### config.mk
export PLATFORM = sky130hd
export DESIGN_NAME = instruction_loader
export DESIGN_NICKNAME = d
export VERILOG_FILES = /design/src/rtl/instruction_loader_pkg.sv /design/src/rtl/loader_word_packer.sv /design/src/rtl/instruction_loader.sv
export SDC_FILE = /design/constraint.sdc
export NUM_CORES = 1
export LEC_CHECK = 0
export CAP_MARGIN = 20
export CORE_MARGIN = 2
export CORE_UTILIZATION = 30
export DETAILED_ROUTE_END_ITERATION = 10
export SLEW_MARGIN = 0
export SYNTH_ARGS = -nofsm -noshare
export SYNTH_HDL_FRONTEND = slang
export SYNTH_SLANG_ARGS = --single-unit
### constraint.sdc
create_clock -name clk -period 6.8 [get_ports clk]
set_input_delay 1.36 -clock clk [delete_from_list [all_inputs] [get_ports clk]]
set_output_delay 1.36 -clock clk [all_outputs]
set_load 0.02 [all_outputs]
### src/rtl/instruction_loader_pkg.sv
// Shared types and state encodings for the boot-time instruction loader.
package instruction_loader_pkg;

  localparam int LEN_BITS = 16;

  typedef logic [7:0] byte_t;
  typedef logic [2:0] state_t;

  localparam state_t ST_IDLE   = 3'd0;
  localparam state_t ST_LEN_HI = 3'd1;
  localparam state_t ST_DATA   = 3'd2;
  localparam state_t ST_CSUM   = 3'd3;
  localparam state_t ST_DONE   = 3'd4;
  localparam state_t ST_ERROR  = 3'd5;

endpackage

### src/rtl/loader_word_packer.sv
// Shifts accepted bytes into a little-endian word and strobes when the word is full.
module loader_word_packer
  import instruction_loader_pkg::*;
#(
  parameter int WORD_BITS = 32
) (
  input  logic                 clk,
  input  logic                 rst_n,
  input  byte_t                data,
  input  logic                 accept,
  output logic                 byte_last,
  output logic                 word_complete,
  output logic [WORD_BITS-1:0] word
);

  localparam int BPW      = WORD_BITS / 8;
  localparam int CNT_BITS = (BPW > 1) ? $clog2(BPW) : 1;

  logic [CNT_BITS-1:0] count;

  assign byte_last = (count == CNT_BITS'(BPW - 1));

  // New bytes enter at the top so the first byte of a word ends up in [7:0].
  always_ff @(posedge clk or negedge rst_n) begin
    if (!rst_n) begin
      count         <= '0;
      word          <= '0;
      word_complete <= 1'b0;
    end else begin
      word_complete <= accept && byte_last;
      if (accept) begin
        count <= byte_last ? '0 : count + CNT_BITS'(1);
        word  <= (word >> 8) | (WORD_BITS'(data) << (WORD_BITS - 8));
      end
    end
  end

endmodule

### src/rtl/instruction_loader.sv
// Loads a length-prefixed byte stream into instruction memory while holding the CPU in reset.
// Optional trailing XOR checksum byte: define INSTRUCTION_LOADER_CHECKSUM_EN.
module instruction_loader
  import instruction_loader_pkg::*;
#(
  parameter  int WORD_COUNT     = 64,
  parameter  int WORD_BITS      = 32,
  localparam int BYTES_PER_WORD = WORD_BITS / 8,
  localparam int ADDR_BITS      = $clog2(WORD_COUNT * BYTES_PER_WORD)
) (
  input  logic                 clk,
  input  logic                 rst_n,
  input  logic [7:0]           rx_data,
  input  logic                 rx_valid,
  output logic                 rx_ready,
  output logic                 wr_en,
  output logic [ADDR_BITS-1:0] wr_addr,
  output logic [WORD_BITS-1:0] wr_data,
  output logic                 cpu_hold,
  output logic                 done,
  output logic                 error
);

  state_t              state;
  byte_t               len_lo;
  logic [LEN_BITS-1:0] n_words;
  logic [LEN_BITS-1:0] word_idx;
  logic [LEN_BITS-1:0] len_full;
  logic                accept;
  logic                data_accept;
  logic                byte_last;
  logic                word_last;

  assign rx_ready    = (state != ST_DONE);
  assign done        = (state == ST_DONE);
  assign error       = (state == ST_ERROR);
  assign accept      = rx_valid && rx_ready;
  assign data_accept = accept && (state == ST_DATA);
  assign len_full    = {rx_data, len_lo};
  assign word_last   = (word_idx == n_words - LEN_BITS'(1));

  loader_word_packer #(
    .WORD_BITS(WORD_BITS)
  ) u_packer (
    .clk          (clk),
    .rst_n        (rst_n),
    .data         (rx_data),
    .accept       (data_accept),
    .byte_last    (byte_last),
    .word_complete(wr_en),
    .word         (wr_data)
  );

`ifdef INSTRUCTION_LOADER_CHECKSUM_EN
  byte_t xor_acc;

  always_ff @(posedge clk or negedge rst_n) begin
    if (!rst_n) begin
      xor_acc <= '0;
    end else if (state == ST_IDLE) begin
      xor_acc <= '0;
    end else if (data_accept) begin
      xor_acc <= xor_acc ^ rx_data;
    end
  end
`endif

  // wr_addr is registered alongside the packer's strobe so address and data line up.
  always_ff @(posedge clk or negedge rst_n) begin
    if (!rst_n) begin
      state    <= ST_IDLE;
      len_lo   <= '0;
      n_words  <= '0;
      word_idx <= '0;
      wr_addr  <= '0;
      cpu_hold <= 1'b1;
    end else begin
      case (state)
        ST_IDLE: begin
          word_idx <= '0;
          if (accept) begin
            len_lo   <= rx_data;
            cpu_hold <= 1'b1;
            state    <= ST_LEN_HI;
          end
        end
        ST_LEN_HI: begin
          if (accept) begin
            n_words <= len_full;
            if (len_full == '0)
              state <= ST_DONE;
            else if (len_full > LEN_BITS'(WORD_COUNT))
              state <= ST_ERROR;
            else
              state <= ST_DATA;
          end
        end
        ST_DATA: begin
          if (accept && byte_last) begin
            wr_addr  <= ADDR_BITS'(32'(word_idx) * 32'(BYTES_PER_WORD));
            word_idx <= word_idx + LEN_BITS'(1);
            if (word_last) begin
`ifdef INSTRUCTION_LOADER_CHECKSUM_EN
              state <= ST_CSUM;
`else
              state <= ST_DONE;
`endif
            end
          end
        end
`ifdef INSTRUCTION_LOADER_CHECKSUM_EN
        ST_CSUM: begin
          if (accept)
            state <= (rx_data == xor_acc) ? ST_DONE : ST_ERROR;
        end
`endif
        ST_DONE: begin
          cpu_hold <= 1'b0;
          state    <= ST_IDLE;
        end
        ST_ERROR: begin
          cpu_hold <= 1'b1;
        end
        default: begin
          state <= ST_IDLE;
        end
      endcase
    end
  end

endmodule

==> results.sh, run 1 <==
export IMPL_status="finished, final reports clean"
export IMPL_grt_max_degree=86
export IMPL_finalWirelength_um=8600
export IMPL_netlist_area_leader_share_pct=51.7
export IMPL_clk_latency_ns=0.34
export IMPL_p_total_mw=1.45
export IMPL_final_hold_viol_count=0
export IMPL_grt_antenna_before_repair=0
export IMPL_grt_usage_pct=12.6
export IMPL_worstMarginPinSlew_ns=1.06
export IMPL_hp_class="reg -> reg"
export IMPL_place_congestion=0.866
export IMPL_final_layout_size_suffix_gt1_share_pct=21.9
export IMPL_rsz0062_at_grt="no"
export IMPL_cts_setup_buffers=0
export IMPL_synth_seq_cells=85
export IMPL_synthTopCellsByArea="dfrtp_1 (52%), mux2_2 (16%), xor2_1 (4.3%)"
export IMPL_p_leak_nw=2.19
export IMPL_async_reset_ff_share_pct=100
export IMPL_max_slew_margin_pct=27.7
export IMPL_grt_pass1_vias=2881
export IMPL_fin_cells=583
export IMPL_slew_viol_final=0
export IMPL_setup_worst_path_class="in -> reg"
export IMPL_arrival_ns=3.71
export IMPL_clk_pin_slew_ns=0.06
export IMPL_placeableCoreArea_sq_um=13200
export IMPL_crit_family="compound AO/OA/AOI/OAI gates"
export IMPL_startpoint_type="input port"
export IMPL_maxCapViolations=0
export IMPL_overflow=0
export IMPL_cts_buffers=9
export IMPL_diodes=0
export IMPL_cts_sinks=85
export IMPL_rows=42
export IMPL_io_pins=56
export IMPL_cts_tree="built"
export IMPL_hpwlAfterDp_um=6040
export IMPL_start_util_pct=30.7
export IMPL_fmax_mhz=283
export IMPL_io_buffers=53
export IMPL_grt_pass1_wl_um=14600
export IMPL_vias_per_cell=4.87
export IMPL_min_from="wr_addr[3]"
export IMPL_synth_area_sq_um=4070
export IMPL_wl_per_cell_um=14.8
export IMPL_dieHeight_um=120
export IMPL_worst_path_most_repeated_cell="nor2_1"
export IMPL_ys_seq_area_share_pct=52.4
export IMPL_holdWs_ns=0.493
export IMPL_cts_buffer_depth=2
export IMPL_ys_types=50
export IMPL_ys_warn_count=0
export IMPL_tns_ns=0
export IMPL_setup_violations=0
export IMPL_slowest_delay_ns=0.97
export IMPL_r2r_start="n_words[2]"
export IMPL_path_buf_inv=1
export IMPL_finalInstanceArea_sq_um=5080
export IMPL_cp_max_fo=6
export IMPL_slowest_stage="a2111oi_0"
export IMPL_fin_skew_ns=0.00752
export IMPL_fin_crit_ns=3.53
export IMPL_cts_hold_buf=0
export IMPL_vias=2838
export IMPL_h_tree_depth=3
export IMPL_crit_path_end_kind="flip-flop"
export IMPL_synth_main_ff_cell="dfrtp_1"
export IMPL_drc=0
export IMPL_ant_nets=0
export IMPL_cellPowerDensity_nw_per_um2=285
export IMPL_crit_required_ns=6.98
export IMPL_syn2layout_area_growth_pct=25.0
export IMPL_root_buffer="clkbuf_16"
export IMPL_dieArea_sq_um=14500
export IMPL_synth_edf_count=0
export IMPL_syn_inst=353
export IMPL_post_dp_cell_area_sq_um=4760
export IMPL_yosysMostFrequentCell="dfrtp_1"
export IMPL_path_cells="clkdlybuf4s50_1, nand2_1, a2111oi_0, nand3_1, nor2_1, xnor2_1, nor2_1"
export IMPL_dieWidth_um=120
export IMPL_drt_pass1_iter_count=4
export IMPL_final_nets=416
export IMPL_timing_final_crit_share_pct=51.9
export IMPL_synth_avg_cell_area_sq_um=11.5
export IMPL_synth_top_cells_by_count="dfrtp_1 (84), mux2_2 (59), nor2_1 (33)"
export IMPL_cts_resized=0
export IMPL_crit_path_start="rx_valid"
export IMPL_synth_top_area_cell="dfrtp_1"
export IMPL_placed_cells=566
export IMPL_detail_route_iter0_violations=110
export IMPL_ir_worst_vdd_mv=0.172
registers in the layout (all words and copies together) (netlist names):
register and cells:
cpu_hold 1, len_lo 8, n_words 16, state 3, u_packer.count 2, u_packer.word 32, u_packer.word_complete 1, word_idx 16
wr_addr 6
power breakdown:
part	switching [mW]	internal (mW)
registers	0.0609	0.576
logic	0.153	0.164
clock network	0.197	0.295
total	0.411	1.04
cell usage in the layout (no fill, tap or decap), drive strengths merged, types with 2 or more instances in the layout:
cell           Yosys  routed
conb               1       2
or4                2       2
clkbuf            12      11
or2                2       2
mux2i              2       2
nor2b              2       2
xor2              20      20
nor4               9       9
inv                9      10
a21oi              6       6
a2111oi            3       3
nand2             17      17
nand3              9       9
o31ai              2       2
nor3               5       5
a211oi             4       4
nand4              6       6
o21ai             13      13
a31oi              3       3
or3                2       2
or3b               3       3
nor2              33      33
and3               6       6
dfrtp             84      84
ha                 3       3
mux2              59      59
buf                7       4
clkdlybuf4s50      0      52
xnor2             11      11
clkinvlp           0       2
metrics by stage:
stage | util [%] | setup WS (ns)
final | 38.4 | 3.27
after global routing | 38.4 | 3.07
after CTS | 38.2 | 3.25
after detailed placement | 35.9 | 2.86
after global placement | 35.9 | 2.90
after floorplan | - | 3.97
worst min-delay path, cell delays in order (launching register included):
cell and delay, ns:
dfrtp_1 0.34, nand2_1 0.04, o21ai_0 0.07
cell type report:
class / count / area, sq um
clock buffers: 11 / 243
flip-flops and latches: 85 / 2130
fillers: 1320 / 8160
well taps: 176 / 220
repair buffers: 56 / 563
clock inverters: 5 / 58.8
inverters: 9 / 33.8
multi-input cells: 241 / 1830
layer usage:
| metal | wire, um | part of all wire (%) | track usage [%] | up-vias |
|---|---|---|---|---|
| met4 | 160 | 1.9 | 4.65 | 0 |
| met2 | 4080 | 47 | 19.9 | 64 |
| met3 | 430 | 5.0 | 3.77 | 10 |
| met5 | 0 | 0 | 0 | - |
| met1 | 3930 | 46 | 16.2 | 1413 |
| li1 | - | - | - | 1351 |
kinds of logic (layout without fill, tap and decap cells):
family | count (synthesis) | count (layout) | synth area share [%]
other | 1 | 2 | 0.0922
DFF | 85 | 85 | 52.4
muxes | 61 | 61 | 16.8
AOI/OAI and AO/OA | 40 | 40 | 6.49
xor gates and xnor gates | 31 | 31 | 6.68
adders and majority gates | 3 | 3 | 0.923
and+or+nand+nor | 104 | 104 | 13.6
buffers and inverters | 28 | 81 | 2.99
path summary, 6_finish.rpt:
kind,endpoint,slack [ns],cells past startpoint
max,word_idx[15],3.27,7
min,wr_addr[3],0.49,2
max reg2reg,state[1],4.20,6
min reg2reg,wr_addr[3],0.49,2
max in group asynchronous,state[2],5.17,2
min in group asynchronous,u_packer.word[4],1.00,1
Note: power is estimated with default switching activity, not from simulation.
==> inputs of run 2 (changes only) <==
==> constraint.sdc (replaced) <==
create_clock -name clk -period 3.1 [get_ports clk]
set_input_delay 0.62 -clock clk [delete_from_list [all_inputs] [get_ports clk]]
set_output_delay 0.62 -clock clk [all_outputs]
set_load 0.02 [all_outputs]
==> run 2 against run 1 <==
Against the previous run: clock skew grew 0.00051 ns; clock power grew to 2.5 times the previous value; sequential share of layout area shrank 0.66 points.
==> results.sh, run 2 (synthesis results as in run 1) <==
export IMPL_status="finished, final reports clean"
export IMPL_crit_path_end_kind="output port"
export IMPL_comb_power_share_pct=20.9
export IMPL_cts_sinks=85
export IMPL_vias_per_cell=4.81
export IMPL_diodes=0
export IMPL_grt_pass1_wl_um=14600
export IMPL_grt_pass1_vias=2808
export IMPL_setup_worst_path_class="reg -> out"
export IMPL_post_dp_cell_area_sq_um=4790
export IMPL_worstMarginPinSlew_ns=0.739
export IMPL_cts_buffer_depth=2
export IMPL_rsz0062_at_grt="no"
export IMPL_largest_reg_flops=32
export IMPL_cts_tree="built"
export IMPL_nFillCells=1327
export IMPL_h_tree_depth=3
export IMPL_root_buffer="clkbuf_16"
export IMPL_p_seq_share_pct=42.0
export IMPL_cellPowerDensity_nw_per_um2=646
export IMPL_placeableCoreArea_sq_um=13200
export IMPL_regMostFlops="u_packer.word"
export IMPL_fin_cells=587
export IMPL_drt_pass1_iter_count=6
export IMPL_grt_max_degree=86
export IMPL_hpwlAfterDp_um=6270
export IMPL_power_internal_mw=2.41
export IMPL_placed_cells=570
export IMPL_grt_antenna_before_repair=0
export IMPL_io_pins=56
export IMPL_fin_skew_ns=0.00802
export IMPL_cp_max_fo=10
export IMPL_final_nets=420
export IMPL_reg2reg_depth=8
export IMPL_reg_largest_list="u_packer.word x32, n_words x16, word_idx x16"
export IMPL_ant_nets=0
export IMPL_cts_hold_buf=0
export IMPL_r2r_start="n_words[0]"
export IMPL_fmax_mhz=371
export IMPL_startpoint_type="flip-flop"
export IMPL_clk_pin_slew_ns=0.07
export IMPL_drc=0
export IMPL_ir_worst_vdd_mv=0.376
export IMPL_swShare_pct=27.6
export IMPL_dieHeight_um=120
export IMPL_wl_per_cell_um=14.9
export IMPL_clock_power_share_pct=37.1
export IMPL_final_cell_mix="dfrtp_1 (84), mux2_2 (59), clkdlybuf4s50_1 (52)"
export IMPL_final_hold_viol_count=0
export IMPL_detail_route_iter0_violations=96
export IMPL_maxCapViolations=0
export IMPL_cts_resized=0
export IMPL_netSwitchingPower_uw=920
export IMPL_p_leak_nw=2.24
export IMPL_final_common_cell="dfrtp_1"
export IMPL_dieArea_sq_um=14500
export IMPL_syn2layout_area_growth_pct=27.0
export IMPL_start_util_pct=30.7
export IMPL_fin_util_pct=39.0
export IMPL_fin_crit_ns=2.69
export IMPL_max_slew_margin_pct=50.3
export IMPL_setup_violations=0
export IMPL_arrival_ns=2.07
export IMPL_rrSetupSlack_ns=0.65
export IMPL_slew_viol_final=0
export IMPL_dieWidth_um=120
export IMPL_place_congestion=0.837
export IMPL_final_layout_size_suffix_gt1_share_pct=22.9
export IMPL_vias=2822
export IMPL_cts_setup_buffers=0
export IMPL_tns_ns=0
export IMPL_hp_class="in -> async"
export IMPL_cts_buffers=9
export IMPL_timing_final_crit_share_pct=86.9
export IMPL_io_buffers=53
export IMPL_rows=42
export IMPL_crit_required_ns=2.48
export IMPL_finalInstanceArea_sq_um=5160
export IMPL_grt_usage_pct=12.7
export IMPL_overflow=0
export IMPL_r2r_end="state[2]"
export IMPL_finalWirelength_um=8740
export IMPL_clk_latency_ns=0.34
-- run 2: changes by cell type in the layout (fill, tap and decap cells not counted), sizes merged --
cell and change:
bufinv +2, buf +4, clkinvlp -1, clkbuf -2, inv +1
-- run 2: layout make-up --
cell class	instances	area (sq um)	share of cell area, %
Clock inverter	7	120	2.33
Clock buffer	9	225	4.36
Sequential cell	85	2130	41.2
Tap cell	176	220	4.27
Inverter	9	33.8	0.654
Multi-Input combinational cell	241	1830	35.5
Timing Repair Buffer	60	601	11.6
-- run 2: how the worst max path moves through the flow --
stage | startpoint | endpoint | slack, ns | depth (start not counted)
floorplan | n_words[2] | state[1] | 0.91 | 8
global placement | rx_valid | word_idx[15] | 0.52 | 8
detailed placement | rx_valid | word_idx[13] | 0.53 | 8
CTS | state[1] | done | 0.40 | 3
global route | state[1] | done | 0.33 | 3
finish | state[1] | done | 0.41 | 3
-- run 2: worst max-delay path: stages, from the launching register on --
cell and delay, ns:
dfrtp_1 0.49, or3b_2 0.55, inv_1 0.09, clkdlybuf4s50_1 0.60
-- run 2: layer usage --
layer	GRT usage (%)	wire length (um)
met2	20.0	4100
met1	16.8	4050
met5	0	0
met4	4.36	129
met3	3.68	456
-- run 2: metrics by stage --
| stage | setup slack [ns] | hold slack, ns | total power, mW |
|---|---|---|---|
| 2_1_floorplan | 0.909 | 0.324 | 1.78 |
| 3_3_place_gp | 0.524 | 0.465 | 2.11 |
| 3_5_place_dp | 0.534 | 0.477 | 2.12 |
| 4_1_cts | 0.397 | 0.492 | 3.38 |
| 5_1_grt | 0.330 | 0.119 | 3.50 |
| 6_report | 0.405 | 0.120 | 3.33 |
-- run 2: power by group through the flow --
stage          combinational, mW  clock, mW  sequential (mW)
4_1_cts                    0.701       1.27             1.40
3_3_place_gp               0.692          0             1.41
2_1_floorplan              0.265          0             1.51
5_1_grt                    0.752       1.32             1.43
3_5_place_dp               0.698          0             1.42
6_report                   0.695       1.24             1.40
==> inputs of run 3 (changes only) <==
--- a/config.mk
+++ b/config.mk
@@ -5,6 +5,7 @@
 export SDC_FILE = /design/constraint.sdc
 export NUM_CORES = 1
 export LEC_CHECK = 0
+export ABC_AREA = 1
 export CAP_MARGIN = 20
 export CORE_MARGIN = 2
 export CORE_UTILIZATION = 30
==> run 3 against run 2 <==
Against the previous run: register-to-register slack better by 0.40 ns; die area up 3.1%; first-iteration DRC count up 55%; final cell count up 33%; fmax up 7.5%; wire length up 13%; sequential power up 5%; area after synthesis up 3.2%; hold slack better by 0.16 ns; global-route usage up 1.8 points; clock-buffer cell count up 2; clock power down 12%; largest power group unchanged.
==> results.sh, run 3 <==
export IMPL_status="finished, final reports clean"
export IMPL_ys_seq_area_share_pct=50.7
export IMPL_grt_usage_pct=14.6
export IMPL_netlist_area_leader_share_pct=50.1
export IMPL_maxCapViolations=0
export IMPL_synth_top_cells_by_count="nand2_1 (174), dfrtp_1 (84), inv_1 (70)"
export IMPL_synth_area_sq_um=4200
export IMPL_grt_antenna_before_repair=0
export IMPL_final_layout_size_suffix_gt1_share_pct=6.32
export IMPL_hp_class="in -> async"
export IMPL_syn2layout_area_growth_pct=25.0
export IMPL_nFillCells=1461
export IMPL_worstMarginPinSlew_ns=0.834
export IMPL_ir_worst_vdd_mv=0.308
export IMPL_fin_cells=781
export IMPL_diodes=0
export IMPL_cts_buffer_depth=2
export IMPL_cts_buffers=9
export IMPL_drc=0
export IMPL_synthTopCellsByArea="dfrtp_1 (50%), nand2_1 (16%), o21ai_0 (7.6%)"
export IMPL_yosysMostFrequentCell="nand2_1"
export IMPL_io_buffers=53
export IMPL_place_congestion=0.884
export IMPL_rsz0062_at_grt="no"
export IMPL_vias_per_cell=4.51
export IMPL_h_tree_depth=3
export IMPL_startpoint_type="flip-flop"
export IMPL_drt_pass1_iter_count=4
export IMPL_placeableCoreArea_sq_um=13800
export IMPL_dieWidth_um=122
export IMPL_cts_tree="built"
export IMPL_synth_main_ff_cell="dfrtp_1"
export IMPL_fin_skew_ns=0.00954
export IMPL_clk_latency_ns=0.34
export IMPL_synth_top_area_cell="dfrtp_1"
export IMPL_grt_max_degree=48
export IMPL_crit_required_ns=2.48
export IMPL_ys_types=36
export IMPL_finalWirelength_um=9830
export IMPL_synth_avg_cell_area_sq_um=7.77
export IMPL_clk_pin_slew_ns=0.06
export IMPL_cts_resized=0
export IMPL_final_nets=610
export IMPL_reg_largest_list="u_packer.word x32, n_words x16, word_idx x16"
export IMPL_setup_violations=0
export IMPL_fin_crit_ns=2.51
export IMPL_detail_route_iter0_violations=149
export IMPL_grtUsageMet1_pct=19.5
export IMPL_syn_inst=540
export IMPL_largest_reg_flops=32
export IMPL_grt_busiest_layer="met2"
export IMPL_vias=3523
export IMPL_cellPowerDensity_nw_per_um2=714
export IMPL_ant_nets=0
export IMPL_fmax_mhz=399
export IMPL_synth_edf_count=0
export IMPL_regMostFlops="u_packer.word"
export IMPL_io_pins=56
export IMPL_setup_worst_path_class="reg -> out"
export IMPL_timing_final_crit_share_pct=80.9
export IMPL_met2_usage_pct=21.6
export IMPL_cts_sinks=85
export IMPL_rows=43
export IMPL_p_leak_nw=2.57
export IMPL_hpwlAfterDp_um=7100
export IMPL_max_slew_margin_pct=44.2
export IMPL_wl_per_cell_um=12.6
export IMPL_final_cell_mix="nand2_1 (174), dfrtp_1 (84), inv_1 (70)"
export IMPL_ys_warn_count=0
export IMPL_dieHeight_um=122
export IMPL_grt_pass1_vias=3582
export IMPL_reg2reg_depth=14
export IMPL_final_hold_viol_count=0
export IMPL_overflow=0
export IMPL_grt_pass1_wl_um=17100
export IMPL_crit_path_end_kind="output port"
export IMPL_use_met3_pct=4.83
export IMPL_cts_hold_buf=0
export IMPL_tns_ns=0
export IMPL_dieArea_sq_um=14900
export IMPL_cts_setup_buffers=0
export IMPL_start_util_pct=30.5
export IMPL_synth_seq_cells=85
export IMPL_placed_cells=764
export IMPL_root_buffer="clkbuf_16"
export IMPL_slew_viol_final=0
export IMPL_cp_max_fo=4
export IMPL_final_common_cell="nand2_1"
export IMPL_async_reset_ff_share_pct=100
export IMPL_arrival_ns=1.89
run 3: worst paths after layout:
kind | slack (ns) | endpoint | start
setup / recovery | 0.59 | done | state[1]
setup reg to reg | 1.05 | state[2] | n_words[0]
min in group clk | 0.48 | u_packer.count[1] | u_packer.count[1]
hold / removal | 0.28 | u_packer.word[13] | rst_n
max in group asynchronous | 2.06 | word_idx[1] | rst_n
hold reg to reg | 0.48 | u_packer.count[1] | u_packer.count[1]
run 3: power by group:
part / switching (mW) / internal [mW]
Clock: 0.445 / 0.648
Combinational: 0.759 / 0.421
Sequential: 0.180 / 1.29
Total: 1.38 / 2.36
run 3: cell type report:
| class | instances | area (sq um) | area share (%) |
|---|---|---|---|
| flip-flops and latches | 85 | 2130 | 40.6 |
| well taps | 180 | 225 | 4.29 |
| multi-input cells | 371 | 1740 | 33.2 |
| inverters | 72 | 270 | 5.15 |
| clock inverters | 5 | 57.6 | 1.10 |
| repair buffers | 57 | 578 | 11.0 |
| clock buffers | 11 | 243 | 4.63 |
run 3: per-stage QoR:
step,hold slack (ns),cell area (sq um),total power [mW],util (%),setup WS [ns]
after floorplan,0.324,4200,2.31,-,1.31
after global placement,0.461,4920,2.63,35.7,0.720
after detailed placement,0.469,4920,2.67,35.7,0.661
after CTS,0.297,5220,3.78,37.9,0.562
after global routing,0.324,5250,4.04,38.1,0.462
final,0.276,5250,3.74,38.1,0.593
run 3: layer usage:
| layer | up-vias | share of wire (%) | routed length [um] |
|---|---|---|---|
| met2 | 79 | 43 | 4220 |
| met1 | 1620 | 49 | 4800 |
| met5 | - | 0 | 0 |
| met3 | 19 | 6.0 | 594 |
| met4 | 0 | 2.2 | 218 |
| li1 | 1805 | - | - |
run 3: cells by family (layout without fill, tap and decap cells):
| kind of cell | after synthesis | in the layout | synth area share, % |
|---|---|---|---|
| adders and majority gates | 3 | 3 | 0.895 |
| AOI/OAI and AO/OA | 87 | 87 | 11.1 |
| buffers and inverters | 85 | 145 | 7.81 |
| and+or+nand+nor | 270 | 270 | 27.5 |
| xor gates and xnor gates | 9 | 9 | 1.88 |
| DFF | 85 | 85 | 50.7 |
| other | 1 | 2 | 0.0894 |
run 3: worst max-delay path, stage by stage (launching register included):
cell	delay (ns)
dfrtp_1	0.39
inv_1	0.15
nand2_1	0.09
nor2_1	0.25
clkdlybuf4s50_1	0.66
